`config.mk`:
```
export PLATFORM = sky130hd
export DESIGN_NAME = moore_seq_detector
export DESIGN_NICKNAME = d
export VERILOG_FILES = /design/src/rtl/moore_seq_detector.sv
export SDC_FILE = /design/constraint.sdc
export NUM_CORES = 1
export LEC_CHECK = 0
export ABC_AREA = 1
export BUFFER_PORTS_ARGS = -buffer_cell sky130_fd_sc_hd__buf_2
export CAP_MARGIN = 20
export CORE_AREA = 2 2 39 41
export CTS_CLUSTER_SIZE = 20
export DETAILED_ROUTE_END_ITERATION = 10
export DIE_AREA = 0 0 41 43
export HOLD_SLACK_MARGIN = 0.15
export PLACE_DENSITY = 0.3
export SKIP_CTS_REPAIR_TIMING = 1
export SLEW_MARGIN = 25
export SYNTH_ARGS = -nofsm -noshare
export SYNTH_HDL_FRONTEND = slang
export SYNTH_SLANG_ARGS = --single-unit
```
`constraint.sdc`:
```
create_clock -name clk -period 0.8 [get_ports clk]
set_input_delay 0.08 -clock clk [delete_from_list [all_inputs] [get_ports clk]]
set_output_delay 0.08 -clock clk [all_outputs]
set_load 0.005 [all_outputs]
```
`src/rtl/moore_seq_detector.sv`:
```
// moore_seq_detector: Moore FSM flagging serial pattern 1101, overlapping detection
module moore_seq_detector (
  input  logic       clk,
  input  logic       rst,
  input  logic       x,
  output logic       y,
  output logic [2:0] state
);
  typedef enum logic [2:0] {S0 = 3'b000, S1 = 3'b001, S2 = 3'b010, S3 = 3'b011, S4 = 3'b100} state_e;
  logic [2:0] st, nxt;
  always_comb
    case (st)
      S0:      nxt = x ? S1 : S0;
      S1:      nxt = x ? S2 : S0;
      S2:      nxt = x ? S2 : S3;
      S3:      nxt = x ? S4 : S0;
      S4:      nxt = x ? S2 : S0;
      default: nxt = S0;
    endcase
  always_ff @(posedge clk or negedge rst)
    if (!rst) st <= S0;
    else st <= nxt;
  assign y = st == S4;
  assign state = st;
endmodule

```
==> flow_metrics.py <==
metrics = {
    "sta": {
        "drv_slew": 0,
        "tightest_slew_ps": 159.3,
        "slew_headroom_pct": 89.30,
        "period_needed_ps": 1065,
        "layout_setup_ws_ps": -265.3,
        "max_freq_mhz": 938.7,
        "finalSetupViolations": 7,
        "skew_ps": 0.1927,
        "finalHoldViolations": 0,
        "timing.final.crit_share_pct": 133.2,
        "rsz0062_at_grt": "yes",
    },
    "clocking": {
        "cts_buffer_depth": 2,
        "clock_latency_ps": 230,
        "htree_levels": 1,
        "cts_tree": "done",
        "cts_sinks": 3,
        "cts-root-buf": "clkbuf_4",
        "cts_made_buffers": 3,
        "path_clk_slew_ps": 30,
    },
    "route": {
        "drc": 0,
        "routed.top_layer": "met3",
        "via_per_inst": 3.500,
        "wl_met2_um": 156,
        "met3_wirelength_um": 53,
        "drtPass1Iterations": 2,
        "vias": 168,
        "dr.first_iter.drc_count": 3,
        "antenna_left": 0,
        "wirelength_um": 381,
        "wire_per_inst_um": 7.938,
        "met1_length_um": 172,
    },
    "yosys": {
        "synth_warnings": 0,
        "synthCells": 19,
        "yosysUniqueCellTypes": 9,
        "synth_top_area_share_pct": 52.17,
        "synth_area_sq_um": 143.9,
        "synth-seq-cells": 3,
        "synth_nets": 22,
        "synth.area.top_cells": "dfrtp_1 52%, nand2_1 13%, nand3_1 10%",
        "yosysSeqAreaShare_pct": 52.17,
        "synth_top_area_cell": "dfrtp_1",
        "syn_area_per_cell_sq_um": 7.573,
    },
    "floorplanning": {
        "die_y_um": 43,
        "die_w_um": 41,
        "start_util_pct": 10.40,
        "io_pins": 7,
        "die_area_sq_mm": 0.001763,
        "coreArea_sq_mm": 0.001384,
        "rows": 14,
    },
    "global_routing": {
        "grt_pass1_vias": 121,
        "grt_overflow": 0,
        "track_usage_pct": 4.028,
        "grt_pass1_wl_um": 420,
        "antenna_found_initial": 0,
        "grt_max_degree": 5,
    },
    "layout": {
        "largest_reg_flops": 3,
        "drive_gt1_share_pct": 46.88,
        "nFillCells": 150,
        "layoutNonFillerInstCount": 48,
        "seq_area_sq_um": 75.07,
        "syn_to_final_growth_pct": 75.65,
        "multiInputGateArea_sq_um": 65.06,
        "final_nets": 36,
        "diodes": 0,
    },
    "power_and_ir_drop": {
        "p_seq_share_pct": 30.4,
        "swShare_pct": 35.81,
        "p_total_w": 0.0008672,
        "max-vdd-ir-drop_v": 0.0008347,
        "p_switching_w": 0.0003105,
        "p_leak_nw": 0.1355,
        "p_comb_share_pct": 39.7,
        "cell_internal_pwr_w": 0.0005567,
        "p_per_area_mw_per_mm2": 3431,
        "pwr-share-clk_pct": 29.8,
    },
    "flow_run": {
        "cap_violations": 0,
    },
    "setup_path": {
        "start_kind": "flip-flop",
        "critPathMaxFanout": 4,
        "cp.arrival_ps": 990,
        "regToRegSetupSlack_ps": -120,
        "end_kind": "output pin",
        "critPathKind": "flip-flop to output pin",
        "cp.required_ps": 720,
    },
    "placement": {
        "gp_congestion": 0.5783,
        "port_buffers": 6,
        "placedCellCount": 41,
        "dp_hpwl_um": 276.6,
    },
    "run_status": {
        "status": "finished with violations",
        "violations": "negative setup slack",
    },
    "hold_path": {
        "worstHoldPathType": "input port to flip-flop",
    },
}
## worst max-delay path: stages, from the launching register on
cell and delay [ps]:
dfrtp_1 410, inv_2 90, nand2_2 70, nor2_1 70
buf_2 110
## metal layers
| layer | GRT usage [%] | vias up |
|---|---|---|
| met5 | 0 | - |
| met4 | 6.000 | 0 |
| met3 | 1.571 | 0 |
| met2 | 3.750 | 7 |
| met1 | 5.195 | 74 |
| li1 | - | 87 |
## worst paths after layout
kind,start,to,depth (start not counted)
worst min-delay path,x,state[2]$_DFF_PN0_,3
min in group asynchronous,rst,state[1]$_DFF_PN0_,2
worst max-delay path,state[1]$_DFF_PN0_,y,4
worst min register to register,state[0]$_DFF_PN0_,state[2]$_DFF_PN0_,2
max in group asynchronous,rst,state[0]$_DFF_PN0_,2
worst max register to register,state[1]$_DFF_PN0_,state[1]$_DFF_PN0_,6
## logic make-up (layout without fill, tap and decap cells)
kind of cell,after synthesis,count (layout),share of synthesized area (%)
simple gates,12,12,36.52
flops,3,3,52.17
buf+inv,3,16,7.826
compound gates,1,1,3.475
## Yosys cell counts (all sizes together)
| cell type | number |
|---|---|
| nand2 | 6 |
| dfrtp | 3 |
| inv | 3 |
| nand3 | 3 |
| nor2 | 2 |
| nor3 | 1 |
| o21ai | 1 |
## power groups by stage
stage / combinational [W] / sequential, W / clock (W)
6_report: 0.000345 / 0.000264 / 0.000259
5_1_grt: 0.000373 / 0.000268 / 0.000292
4_1_cts: 0.000278 / 0.000267 / 0.000279
3_5_place_dp: 0.000278 / 0.000269 / 0
3_3_place_gp: 0.000277 / 0.000262 / 0
2_1_floorplan: 0.000169 / 0.000264 / 0
## through the flow
step	area, sq um	hold WS, ps	TNS [ps]	util [%]	setup slack [ps]
3_5_place_dp	193.9	-122.1	-83.96	14.01	-32.77
4_1_cts	220.2	-372.3	-563.8	15.91	-271.9
3_3_place_gp	193.9	-124.2	-85.20	14.01	-58.40
6_report	252.7	149.7	-608.8	18.26	-265.3
2_1_floorplan	143.9	-215.6	0	-	31.77
5_1_grt	252.7	155.6	-894.8	18.26	-327.5
## placed cells by master (no fill, tap or decap), drive strengths merged
cell	count
buf	8
nand2	6
clkbuf	4
nand3	3
dfrtp	3
inv	3
nor2	2
nor3	1
o21ai	1
dlygate4sd3	1
## final cells by class
type,count,area share (%)
timing repair buffer,9,21.78
clock buffer,4,10.40
inverter,3,4.455
multi-input combinational,13,25.74
sequential,3,29.70
tap,16,7.921
Power figures use the tool's default switching activity.
